[src/rtl/csr_responder_if.sv]
`default_nettype none
// ============================================================================
// Module   : csr_responder_if
// Purpose  : EX-stage CSR request bundle plus the host-side tohost handshake.
// Revision : 1.0
// ============================================================================
interface csr_responder_if #(
  parameter int DWIDTH = 32
) ();
  logic              we;
  logic              rd;
  logic [11:0]       addr;
  logic [2:0]        func;
  logic [DWIDTH-1:0] data_in;
  logic [DWIDTH-1:0] data_out;
  logic              stall;
  logic              inst_retire;
  logic              tohost_valid;
  logic [DWIDTH-1:0] tohost_data;
  logic              tohost_ready;

  // master = pipeline/host side, slave = responder
  modport master (
    output we, rd, addr, func, data_in, inst_retire, tohost_ready,
    input  data_out, stall, tohost_valid, tohost_data
  );

  modport slave (
    input  we, rd, addr, func, data_in, inst_retire, tohost_ready,
    output data_out, stall, tohost_valid, tohost_data
  );
endinterface
`default_nettype wire

[src/rtl/csr_responder.sv]
`default_nettype none
// ============================================================================
// Module   : csr_responder
// Purpose  : Machine CSRs, 64-bit cycle/instret counters and a tohost FIFO.
// Revision : 1.0
// ============================================================================
module csr_responder #(
  parameter int DWIDTH     = 32,
  parameter int FIFO_DEPTH = 4
) (
  input  wire logic         clk,
  input  wire logic         rst_n,
  csr_responder_if.slave    bus
);

  localparam int                 c_PTR_W = $clog2(FIFO_DEPTH);
  localparam int                 c_CNT_W = c_PTR_W + 1;
  localparam logic [c_CNT_W-1:0] c_FULL  = c_CNT_W'(FIFO_DEPTH);

  localparam logic [11:0] c_MSCRATCH = 12'h340;
  localparam logic [11:0] c_TOHOST   = 12'h51E;
  localparam logic [11:0] c_CYCLE    = 12'hC00;
  localparam logic [11:0] c_CYCLEH   = 12'hC80;
  localparam logic [11:0] c_INSTRET  = 12'hC02;
  localparam logic [11:0] c_INSTRETH = 12'hC82;

  logic [DWIDTH-1:0]  r_mscratch;
  logic [DWIDTH-1:0]  r_tohost;
  logic [DWIDTH-1:0]  r_cycle_lo;
  logic [DWIDTH-1:0]  r_cycle_hi;
  logic [DWIDTH-1:0]  r_instret_lo;
  logic [DWIDTH-1:0]  r_instret_hi;
  logic [DWIDTH-1:0]  r_mem [FIFO_DEPTH];
  logic [c_PTR_W-1:0] r_wr_ptr;
  logic [c_PTR_W-1:0] r_rd_ptr;
  logic [c_CNT_W-1:0] r_count;

  logic [DWIDTH-1:0] w_old;
  logic [DWIDTH-1:0] w_new;
  logic              w_is_rw;
  logic              w_is_rs;
  logic              w_is_rc;
  logic              w_writable;
  logic              w_full;
  logic              w_stall;
  logic              w_eff_we;
  logic              w_push;
  logic              w_pop;

  always_comb begin
    w_old = '0;
    case (bus.addr)
      c_MSCRATCH: w_old = r_mscratch;
      c_TOHOST:   w_old = r_tohost;
      c_CYCLE:    w_old = r_cycle_lo;
      c_CYCLEH:   w_old = r_cycle_hi;
      c_INSTRET:  w_old = r_instret_lo;
      c_INSTRETH: w_old = r_instret_hi;
      default:    w_old = '0;
    endcase
  end

  assign w_is_rw = (bus.func == 3'b001) || (bus.func == 3'b101);
  assign w_is_rs = (bus.func == 3'b010) || (bus.func == 3'b110);
  assign w_is_rc = (bus.func == 3'b011) || (bus.func == 3'b111);

  always_comb begin
    w_new = bus.data_in;
    if (w_is_rs) w_new = w_old | bus.data_in;
    if (w_is_rc) w_new = w_old & ~bus.data_in;
  end

  // Counters are read-only, so only these two addresses can take a write
  assign w_writable = (bus.addr == c_MSCRATCH) || (bus.addr == c_TOHOST);
  assign w_full     = (r_count == c_FULL);
  assign w_stall    = bus.we && (bus.addr == c_TOHOST) && w_full;
  assign w_eff_we   = bus.we && !w_stall && w_writable &&
                      (w_is_rw || ((w_is_rs || w_is_rc) && (bus.data_in != '0)));
  assign w_push     = w_eff_we && (bus.addr == c_TOHOST);
  assign w_pop      = (r_count != '0) && bus.tohost_ready;

  assign bus.data_out     = bus.rd ? w_old : '0;
  assign bus.stall        = w_stall;
  assign bus.tohost_valid = (r_count != '0);
  assign bus.tohost_data  = (r_count != '0) ? r_mem[r_rd_ptr] : '0;

  always_ff @(posedge clk or negedge rst_n) begin
    if (!rst_n) begin
      r_mscratch   <= '0;
      r_tohost     <= '0;
      r_cycle_lo   <= '0;
      r_cycle_hi   <= '0;
      r_instret_lo <= '0;
      r_instret_hi <= '0;
    end else begin
      {r_cycle_hi, r_cycle_lo} <= {r_cycle_hi, r_cycle_lo} + 1'b1;
      if (bus.inst_retire) begin
        {r_instret_hi, r_instret_lo} <= {r_instret_hi, r_instret_lo} + 1'b1;
      end
      if (w_eff_we && (bus.addr == c_MSCRATCH)) r_mscratch <= w_new;
      if (w_push) r_tohost <= w_new;
    end
  end

  // Power-of-two depth lets both pointers wrap by natural overflow
  always_ff @(posedge clk or negedge rst_n) begin
    if (!rst_n) begin
      for (int i = 0; i < FIFO_DEPTH; i++) r_mem[i] <= '0;
      r_wr_ptr <= '0;
      r_rd_ptr <= '0;
      r_count  <= '0;
    end else begin
      if (w_push) begin
        r_mem[r_wr_ptr] <= w_new;
        r_wr_ptr        <= r_wr_ptr + 1'b1;
      end
      if (w_pop) r_rd_ptr <= r_rd_ptr + 1'b1;
      case ({w_push, w_pop})
        2'b10:   r_count <= r_count + 1'b1;
        2'b01:   r_count <= r_count - 1'b1;
        default: r_count <= r_count;
      endcase
    end
  end

endmodule
`default_nettype wire

[src/flat_wrapper.sv]
// flat-port wrapper written by rule: the top's interface ports become plain ports
module csr_responder_flat 
#(
  parameter int DWIDTH     = 32,
  parameter int FIFO_DEPTH = 4
)
  (clk, rst_n, bus_we, bus_rd, bus_addr, bus_func, bus_data_in, bus_inst_retire, bus_tohost_ready, bus_data_out, bus_stall, bus_tohost_valid, bus_tohost_data);
  csr_responder_if #(.DWIDTH(DWIDTH)) bus_i ();
  input  wire logic clk;
  input  wire logic rst_n;
  input wire logic [$bits(bus_i.we)-1:0] bus_we;
  input wire logic [$bits(bus_i.rd)-1:0] bus_rd;
  input wire logic [$bits(bus_i.addr)-1:0] bus_addr;
  input wire logic [$bits(bus_i.func)-1:0] bus_func;
  input wire logic [$bits(bus_i.data_in)-1:0] bus_data_in;
  input wire logic [$bits(bus_i.inst_retire)-1:0] bus_inst_retire;
  input wire logic [$bits(bus_i.tohost_ready)-1:0] bus_tohost_ready;
  output wire logic [$bits(bus_i.data_out)-1:0] bus_data_out;
  output wire logic [$bits(bus_i.stall)-1:0] bus_stall;
  output wire logic [$bits(bus_i.tohost_valid)-1:0] bus_tohost_valid;
  output wire logic [$bits(bus_i.tohost_data)-1:0] bus_tohost_data;
  assign bus_i.we = bus_we;
  assign bus_i.rd = bus_rd;
  assign bus_i.addr = bus_addr;
  assign bus_i.func = bus_func;
  assign bus_i.data_in = bus_data_in;
  assign bus_i.inst_retire = bus_inst_retire;
  assign bus_i.tohost_ready = bus_tohost_ready;
  assign bus_data_out = bus_i.data_out;
  assign bus_stall = bus_i.stall;
  assign bus_tohost_valid = bus_i.tohost_valid;
  assign bus_tohost_data = bus_i.tohost_data;
  csr_responder #(.DWIDTH(DWIDTH), .FIFO_DEPTH(FIFO_DEPTH)) u_core (.clk(clk), .rst_n(rst_n), .bus(bus_i));
endmodule
[config.mk]
export PLATFORM = sky130hd
export DESIGN_NAME = csr_responder_flat
export DESIGN_NICKNAME = d
export VERILOG_FILES = /design/src/rtl/csr_responder_if.sv /design/src/rtl/csr_responder.sv /design/src/flat_wrapper.sv
export SDC_FILE = /design/constraint.sdc
export NUM_CORES = 1
export LEC_CHECK = 0
export CORE_AREA = 2 2 163 229
export CTS_BUF_LIST = sky130_fd_sc_hd__clkbuf_8
export DETAILED_ROUTE_END_ITERATION = 10
export DIE_AREA = 0 0 165 231
export GPL_TIMING_DRIVEN = 0
export PLACE_DENSITY = 0.66
export SYNTH_ARGS = -nofsm -noshare
export SYNTH_HDL_FRONTEND = slang
export SYNTH_SLANG_ARGS = --single-unit
[constraint.sdc]
create_clock -name clk -period 4.23 [get_ports clk]
set_clock_uncertainty 0.05 [all_clocks]
set_input_delay 1.269 -clock clk [delete_from_list [all_inputs] [get_ports clk]]
set_output_delay 1.269 -clock clk [all_outputs]
set_load 0.05 [all_outputs]
==> metrics.txt <==
Total GRT Usage=34.2%; final setup fails=32; Residual DRC=0; sequential share of the synthesized area=45.8%; Seq cells post-synth=between 300 and 400; Syn Inst Count=1,577; Routed Antenna Nets=0; Fin. Hold Viols=0; CP Launch Type=primary input; Slew HR=2.54%; core area=36,200 um^2; GRT overflow=0; failing checks=setup timing; worst min path class=flip-flop to flip-flop; DR WL/cell=27.1 um; vias=14,600; Inst Count DP=approximately 2,200; post-layout min period=4.53 ns; I/O Pins=119; CTS Buf Count=53; Critical Path AT=3.22 ns; Tightest Pin Transition=1.46 ns; largest cells by area after synthesis=dfrtp_1 46%, mux2_2 8.1%, nor4_1 5.0%; share of the synthesized area in the top cell type=45.8%; Chip Width=165 um; top cells by count, synth=327 x dfrtp_1, 143 x nor4_1, 129 x mux2_2; Worst Path Max Fanout=5; HPWL Detailed=46,200 um; area of the mapped netlist=17,900 um^2; max cap viols=0; PortBufs=between 100 and 150; FP Rows=83; crit path kind=primary input to primary output; synth unique cells=60; Routed WL=about 64,000 um; Net Count, Synth=1,638; leak pwr=11.4 nW; Syn-to-layout area delta=37.5%; share of cells above drive strength 1=38.3%; Max Slew Vio Count=0; status=complete, but fails checks; nets@finish=1,899; CTS tree=yes; Power Dens Cells=295 nW/um^2; Final Non-Filler Cells=around 2,300; Synth area leader=dfrtp_1; most common cell in the synthesized netlist=dfrtp_1; synthesized area per cell=11.3 um^2; worst-skew pair later-pin latency=around 0.64 ns; largest net degree at the start of global routing=~120; Starting Density=49.3%; Peak Freq=0.221 GHz; CTS Root Cell=clkbuf_8; ys async rst share=100%; DR pass1 iterations=5; Vert. Die Dim=231 um; H-tree depth=2; # hold bufs at CTS=0; Logic pwr share=14.8%; number of global-route vias before repair=15,200; worst vdd ir=0.289 mV; Power Internal=slightly above 0.005 W; CTS Buffer Depth=3; DR iter-0 viols=approximately 1,000; clock sinks=327; clock power share=around two fifths; antenna violations before repair=0; WP data required=2.91 ns; Sw Pwr=0.00209 W; gpl congestion=1.07; Vias per Instance=around 6.2; Final Util=between 60% and 70%; Post-synth EDFFs=0; ys flop type=dfrtp_1; critical path endpoint category=primary output; first-pass GRT wire length=96,100 um; period utilization=107%; switching part of the total=between 20 and 30%; die area=about 38,000 um^2; Sequential Power Share=45.2%; Synthesis Warnings=0; unrepaired setup endpoints after global routing=true; Reg clk slew, reported paths=0.06 ns; n_diodes=0; Final WS setup=-0.304 ns
-- registers in the layout (all words and copies together) (netlist names), 3 cells and up --
name / cells
u_core.r_count: 3
u_core.r_cycle_lo: 32
u_core.r_cycle_hi: 32
u_core.r_instret_hi: 32
u_core.r_mem: 128
u_core.r_instret_lo: 32
u_core.r_tohost: 32
u_core.r_mscratch: 32
-- stage by stage --
stage | total power, W | hold slack, ns | area (um^2) | setup slack (ns) | TNS (ns)
6_report | 0.00726 | 0.436 | 24600 | -0.304 | -6.23
5_1_grt | 0.00753 | 0.449 | 24600 | -0.272 | -6.57
3_5_place_dp | 0.00426 | 0.427 | 20500 | -2.40 | -216.54
2_1_floorplan | 0.00385 | 0.385 | 18600 | -0.0623 | -0.0700
4_1_cts | 0.00731 | 0.440 | 24400 | -0.257 | -4.90
3_3_place_gp | 0.00424 | 0.408 | 20400 | -12.47 | -4270.30
-- power by group through the flow --
stage | clock network, W | registers (W) | logic (W)
2_1_floorplan | 0 | 0.00329 | 0.000563
3_3_place_gp | 0 | 0.00332 | 0.000916
3_5_place_dp | 0 | 0.00332 | 0.000942
4_1_cts | 0.00295 | 0.00329 | 0.00107
5_1_grt | 0.00308 | 0.00329 | 0.00115
6_report | 0.00290 | 0.00329 | 0.00107
-- layer usage --
metal	track usage, %	vias to the layer above	part of all wire [%]
met3	6.27	234	5.6
met4	25.4	0	8.8
met1	39.5	7393	37
met2	56.2	562	48
met5	0	-	0
li1	-	6414	-
-- final timing paths --
check	startpoint	to	slack [ns]	cells past startpoint
worst max register to register	u_core.r_tohost[17]	u_core.r_mem[49]	1.08	18
min in group asynchronous	rst_n	u_core.r_cycle_lo[7]	0.67	1
worst min register to register	u_core.r_mem[51]	u_core.r_mem[51]	0.44	1
worst max-delay path	bus_addr[2]	bus_data_out[13]	-0.30	8
max in group asynchronous	rst_n	u_core.r_mem[18]	1.85	3
worst min-delay path	u_core.r_mem[51]	u_core.r_mem[51]	0.44	1
-- cells by family (layout without fill, tap and decap cells) --
group                    Yosys count  count (layout)  synth area share, %
adder cells (fa/ha/maj)            8               8                0.602
XOR/XNOR                         131             131                 6.42
buffers and inverters            128             429                 3.62
AND/OR/NAND/NOR                  606             606                 19.7
multiplexers                     273             273                 19.5
flip-flops                       327             327                 45.8
AO/OA/AOI/OAI                    104             104                 4.36
-- what timing repair did --
item                       4_1_cts  5_1_grt
resized for setup              706       41
cloned                           7        0
setup endpoints to repair      209       40
buffers inserted                77       12
pin swaps                       96       30
-- placed cells by master, fill, tap and decap left out, types with 20 or more instances in the layout --
master and n:
and2_1 40, and3_1 21, buf_4 78, buf_6 49
clkbuf_8 78, clkdlybuf4s50_1 42, dfrtp_1 327, dlygate4sd2_1 28
inv_1 45, mux2_1 36, mux2_2 129, mux2_4 29
mux2i_1 27, mux4_2 32, nand2_1 79, nand3_1 47
nand3b_1 27, nand4_1 45, nor2_1 65, nor3_1 36
nor4_1 46, nor4_4 86, or3b_2 20, xnor2_1 64
xor2_1 67
-- critical path, stage by stage --
cell and delay, ns:
buf_12 0.11, or4_4 0.62, clkbuf_16 0.21, clkbuf_16 0.17
nor4_4 0.41, nor4_4 0.13, nor2_4 0.14, buf_8 0.16
-- area by class of cell --
cell class | count | area (um^2)
fillers | 2685 | 11700
multi-input cells | 1122 | 11300
flip-flops and latches | 327 | 8180
repair buffers | 214 | 2190
plain buffers | 92 | 1120
clock buffers | 68 | 936
well taps | 467 | 584
clock inverters | 27 | 174
inverters | 28 | 105
(Power assumes the default switching activity.)
==> RTL change 1, RTL diff (same settings) <==
`FIFO_DEPTH` is set to 4 in 2 places; all go to 2.
--- a/src/rtl/csr_responder.sv
+++ b/src/rtl/csr_responder.sv
@@ -6,7 +6,7 @@
 // ============================================================================
 module csr_responder #(
   parameter int DWIDTH     = 32,
-  parameter int FIFO_DEPTH = 4
+  parameter int FIFO_DEPTH = 2
 ) (
   input  wire logic         clk,
   input  wire logic         rst_n,
--- a/src/flat_wrapper.sv
+++ b/src/flat_wrapper.sv
@@ -2,7 +2,7 @@
 module csr_responder_flat 
 #(
   parameter int DWIDTH     = 32,
-  parameter int FIFO_DEPTH = 4
+  parameter int FIFO_DEPTH = 2
 )
   (clk, rst_n, bus_we, bus_rd, bus_addr, bus_func, bus_data_in, bus_inst_retire, bus_tohost_ready, bus_data_out, bus_stall, bus_tohost_valid, bus_tohost_data);
   csr_responder_if #(.DWIDTH(DWIDTH)) bus_i ();
Behaviour: not the same (a bounded check fails within 4 cycles, from zero or initial values and one cycle with rst_n low).
==> RTL change 1 against the unedited design <==
Sequential power shrank 21%; die area is the same; utilization shrank 15 points; critical path type unchanged; sequential share of layout area grew 0.89 points; design area shrank 23%; highest routed layer unchanged; register-to-register slack gained 660 ps; wire length shrank 18%; sequential cell count shrank 67; area after synthesis shrank 20%; the run still ends with setup timing left; first-iteration DRC count grew 30%; total power shrank 19%; worst setup slack gained 140 ps; via count shrank 5.9%.
==> RTL change 1: results (changes against the unedited design) <==
INFO  metric run_status = finished with violations
INFO  metric violations = setup timing
INFO  metric number_of_antenna_violations_at_the_first_check_in_global_routing = 1 (+1)
INFO  metric via_total_after_detailed_routing = 13,700 (-5.9%)
INFO  metric yosysUniqueCellTypes = 57 (-5.0%)
INFO  metric placement.io_buffers = 116 (-0.85%)
INFO  metric finalSetupViolations = 31 (-3.1%)
INFO  metric synth_net_count = 1,603 (-2.1%)
INFO  metric synth.yosys.seq_area_share = 45.2% (-0.53 points)
INFO  metric grt_max_degree = 70 (-41%)
INFO  metric most_used_standard_cells_in_the_synthesized_netlist = dfrtp_1, nor2_1, a21oi_1, mux2i_1
INFO  metric first_iter_violations = 1,362 (+30%)
INFO  metric num-nets-final = 1,819 (-4.2%)
INFO  metric hpwl = 37,400 um (-19%)
INFO  metric global_route_wire_length_before_repair = 78,700 um (-18%)
INFO  metric gpl.final_weighted_congestion = 0.972 (-8.7%)
INFO  metric clk-insertion-delay-late = 590 ps (-50 ps)
INFO  metric slew_headroom = 25.8% (+23 points)
INFO  metric max-vdd-ir-drop = 0.286 mV (-0.89%)
INFO  metric synth_top_cells_by_area = dfrtp_1, a21oi_1, mux2i_1
INFO  metric number_of_flip_flops_under_the_largest_register_name = 64 (-50%)
INFO  metric layout-drive-gt1-share = 22.7% (-16 points)
INFO  metric power.leakage = 8.11 nW (-29%)
INFO  metric avgRoutedWirePerCell = 23.0 um (-15%)
INFO  metric num-fill-cells = 3,171 (+18%)
INFO  metric tritoncts.num_buffers = 43 (-19%)
INFO  metric synth.top_cell.area_share = 45.2% (-0.53 points)
INFO  metric post-route-worst-setup-slack = -161 ps (+143 ps)
-- RTL change 1: final cells by class --
cell class              count  share of cell area (%)
flip-flops and latches    260                    34.2
plain buffers              97                    3.55
diodes                      1                  0.0131
repair buffers            171                    9.75
clock inverters            22                   0.927
well taps                 467                    3.07
multi-input cells        1161                    43.9
clock buffers              56                    4.05
inverters                  29                   0.572
-- RTL change 1: per-layer routing --
| metal | vias up | track usage (%) | part of all wire [%] |
|---|---|---|---|
| met1 | 6741 | 31.6 | 36 |
| met3 | 202 | 4.08 | 6.9 |
| li1 | 6086 | - | - |
| met2 | 709 | 44.3 | 49 |
| met5 | - | 0 | 0 |
| met4 | 0 | 19.6 | 8.3 |
-- RTL change 1: timing repair --
item | 4_1_cts | 5_1_grt
hold buffers | 0 | 0
gates resized for setup | 470 | 59
gates cloned | 6 | 3
setup buffers | 31 | 12
pin swaps | 28 | 33
endpoints found under the setup margin | 62 | 50
-- RTL change 1: cell families after synthesis --
group	after synthesis	share of synthesized area (%)
simple gates	578	21.4
compound gates	352	14.3
flops	260	45.2
xor+xnor	129	7.85
buf+inv	126	3.90
mux	97	6.92
fa+ha+maj	5	0.400
-- RTL change 1: power by group --
group          total [mW]  internal (mW)  leakage, nW  switching (mW)
combinational       0.785          0.296         4.02           0.489
clock                2.46           1.37        0.533            1.08
sequential           2.61           2.54         3.56          0.0731
total                5.86           4.21         8.11            1.65
-- RTL change 1: path summary, 6_finish.rpt --
check                                         from                       to  slack, ps  cells past startpoint
setup / recovery                       bus_addr[2]         bus_data_out[22]       -160                     13
hold / removal             u_core.r_instret_hi[31]  u_core.r_instret_hi[31]        430                      1
setup reg to reg              u_core.r_cycle_lo[0]    u_core.r_cycle_hi[24]       1740                      6
hold reg to reg            u_core.r_instret_hi[31]  u_core.r_instret_hi[31]        430                      1
max in group asynchronous                    rst_n    u_core.r_cycle_hi[14]       2140                      4
min in group asynchronous                    rst_n         u_core.r_mem[50]        550                      1
-- RTL change 1: critical path: stages --
cell	delay (ps)
buf_8	100
nor4_4	250
buf_4	180
buf_6	110
buf_6	90
and4_1	180
clkbuf_8	160
buf_6	110
buf_12	110
a22o_1	160
nor2_2	50
nor2_2	120
buf_6	180
-- RTL change 1: stage by stage --
step | power, mW | hold slack, ps | util [%] | instances
final | 5.86 | 430 | 52.5 | 2264
after global routing | 6.04 | 458 | 52.5 | 2264
after CTS | 5.87 | 420 | 51.4 | 2248
after detailed placement | 3.37 | 407 | 45.0 | 2133
after global placement | 3.35 | 407 | 44.8 | 2130
after floorplan | 3.04 | 391 | - | 1547
==> RTL change 2, RTL diff (config.mk and constraints unchanged) <==
Without the edit above. Make the reset (`rst_n`) synchronous in 2 clocked blocks.
--- a/src/rtl/csr_responder.sv
+++ b/src/rtl/csr_responder.sv
@@ -84,7 +84,7 @@
   assign bus.tohost_valid = (r_count != '0);
   assign bus.tohost_data  = (r_count != '0) ? r_mem[r_rd_ptr] : '0;
 
-  always_ff @(posedge clk or negedge rst_n) begin
+  always_ff @(posedge clk) begin
     if (!rst_n) begin
       r_mscratch   <= '0;
       r_tohost     <= '0;
@@ -103,7 +103,7 @@
   end
 
   // Power-of-two depth lets both pointers wrap by natural overflow
-  always_ff @(posedge clk or negedge rst_n) begin
+  always_ff @(posedge clk) begin
     if (!rst_n) begin
       for (int i = 0; i < FIFO_DEPTH; i++) r_mem[i] <= '0;
       r_wr_ptr <= '0;
Check against the original RTL: differs if rst_n is asserted again (counterexample within 4 cycles, from zero or initial values and one cycle with rst_n low); with rst_n held inactive, the same outputs for 4 cycles.
==> RTL change 2 against the unedited design <==
The flow still finishes with violations (setup timing); critical path depth is the same; worst setup slack gained 140 ps; count of clock-buffer cells in the layout shrank 9; wire length grew 11%; design area shrank 9.1%; highest routed layer unchanged; cell count grew 15%; worst hold slack lost 18 ps; sequential cell count grew 2; area after synthesis shrank 1.5%.
Power is not compared: it rests on default switching activity, and its combinational part moved more than twofold at a synthesized area within 25%.
==> RTL change 2: results (changes against the unedited design) <==
INFO  metric run_status = finished with violations
INFO  metric violations = setup timing
INFO  metric placement.io_buffers = 114 (-2.6%)
INFO  metric num-nets-final = 2,248 (+18%)
INFO  metric timing.setup.tns = -775 ps (+5460 ps)
INFO  metric global_route_wire_length_before_repair = 104,000 um (+8.2%)
INFO  metric synth_top_cells_by_area = dfxtp_1, edfxtp_1, nand4_1
INFO  metric num-multi-input-gates = 1,419 (+26%)
INFO  metric post-route-worst-setup-slack = -168 ps (+136 ps)
INFO  metric synth_enable_flop_cells = 128 (+128)
INFO  metric postCtsResizedCells = 538 (-24%)
INFO  metric num_antenna_cells = 1 (+1)
INFO  metric layout.nonclk_buf_share = 13.8% (+0.30 points)
INFO  metric tritoncts.num_buffers = 52 (-1.9%)
INFO  metric most_used_standard_cells_in_the_synthesized_netlist = dfxtp_1, nand4_1, nand3_1, nor2_1, nor3_1
INFO  metric critical_path.max_stage_delay = 370 ps (-250 ps)
INFO  metric synth_async_sr_flop_share = 0% (-100 points)
INFO  metric share_of_the_final_layout_cell_area_in_sequential_cells = 35.2% (+1.9 points)
INFO  metric cts.sink_count = 329 (+0.61%)
INFO  metric n_all_inverters = 41 (+46%)
INFO  metric worst_margin_slew = 1290 ps (-168 ps)
INFO  metric finalSetupViolations = 17 (-47%)
INFO  metric final.clkbuf_count = 59 (-13%)
INFO  metric number_of_antenna_violations_at_the_first_check_in_global_routing = 1 (+1)
INFO  metric cpMaxStageDelayCell = nor4bb_4
INFO  metric hpwl = 52,600 um (+14%)
INFO  metric first_iter_violations = 1,594 (+52%)
INFO  metric timing.reg2reg.setup_slack = 780 ps (-300 ps)
INFO  metric worst_r2r_startpoint = u_core.r_instret_lo[18]
INFO  metric synth_net_count = 1,995 (+22%)
INFO  metric destination_of_the_worst_hold_path = u_core.r_tohost[30]
INFO  metric via_total_after_detailed_routing = 17,400 (+19%)
[RTL change 2: kinds of logic (layout without fill, tap and decap cells)]
| kind of cell | after synthesis | after routing | share of synthesized area [%] |
|---|---|---|---|
| simple gates | 970 | 970 | 29.2 |
| flops | 329 | 329 | 44.7 |
| compound gates | 275 | 275 | 9.82 |
| buf+inv | 190 | 486 | 4.18 |
| mux | 93 | 93 | 7.98 |
| xor+xnor | 77 | 77 | 3.83 |
| fa+ha+maj | 4 | 4 | 0.327 |
| other cells | 0 | 1 | 0 |
[RTL change 2: power by group]
group          switching [mW]  internal [mW]
registers              0.0183           3.34
logic                   0.336          0.174
clock network            1.35           1.40
[RTL change 2: per-stage QoR]
step | total power, mW | instances | area, um2 | hold WS [ps] | utilization, %
after global routing | 6.78 | 2702 | 22400 | 435 | 61.7
after CTS | 6.61 | 2690 | 22000 | 418 | 60.8
after detailed placement | 3.86 | 2523 | 19500 | 397 | 53.8
final | 6.62 | 2702 | 22400 | 418 | 61.7
after global placement | 3.85 | 2519 | 19400 | 389 | 53.5
after floorplan | 3.64 | 1938 | 17700 | 375 | -
[RTL change 2: worst max-delay path by stage]
stage                                endpoint   startpoint  depth (start not counted)
after CTS                    bus_data_out[29]  bus_addr[0]                          9
after floorplan            u_core.r_mem[2][0]  bus_addr[7]                          7
final                        bus_data_out[27]  bus_addr[0]                          8
after global placement    u_core.r_mem[0][13]  bus_addr[2]                          8
after detailed placement      bus_data_out[6]  bus_addr[1]                          8
after global routing         bus_data_out[27]  bus_addr[0]                          8
[RTL change 2: routing by layer]
layer  GRT usage, %  vias to the layer above  routed length (um)
li1               -                     7829                   -
met1           40.7                     8335               24700
met2           63.0                      977               34800
met3           5.35                      286                4960
met4           27.3                        0                6000
met5              0                        -                   0
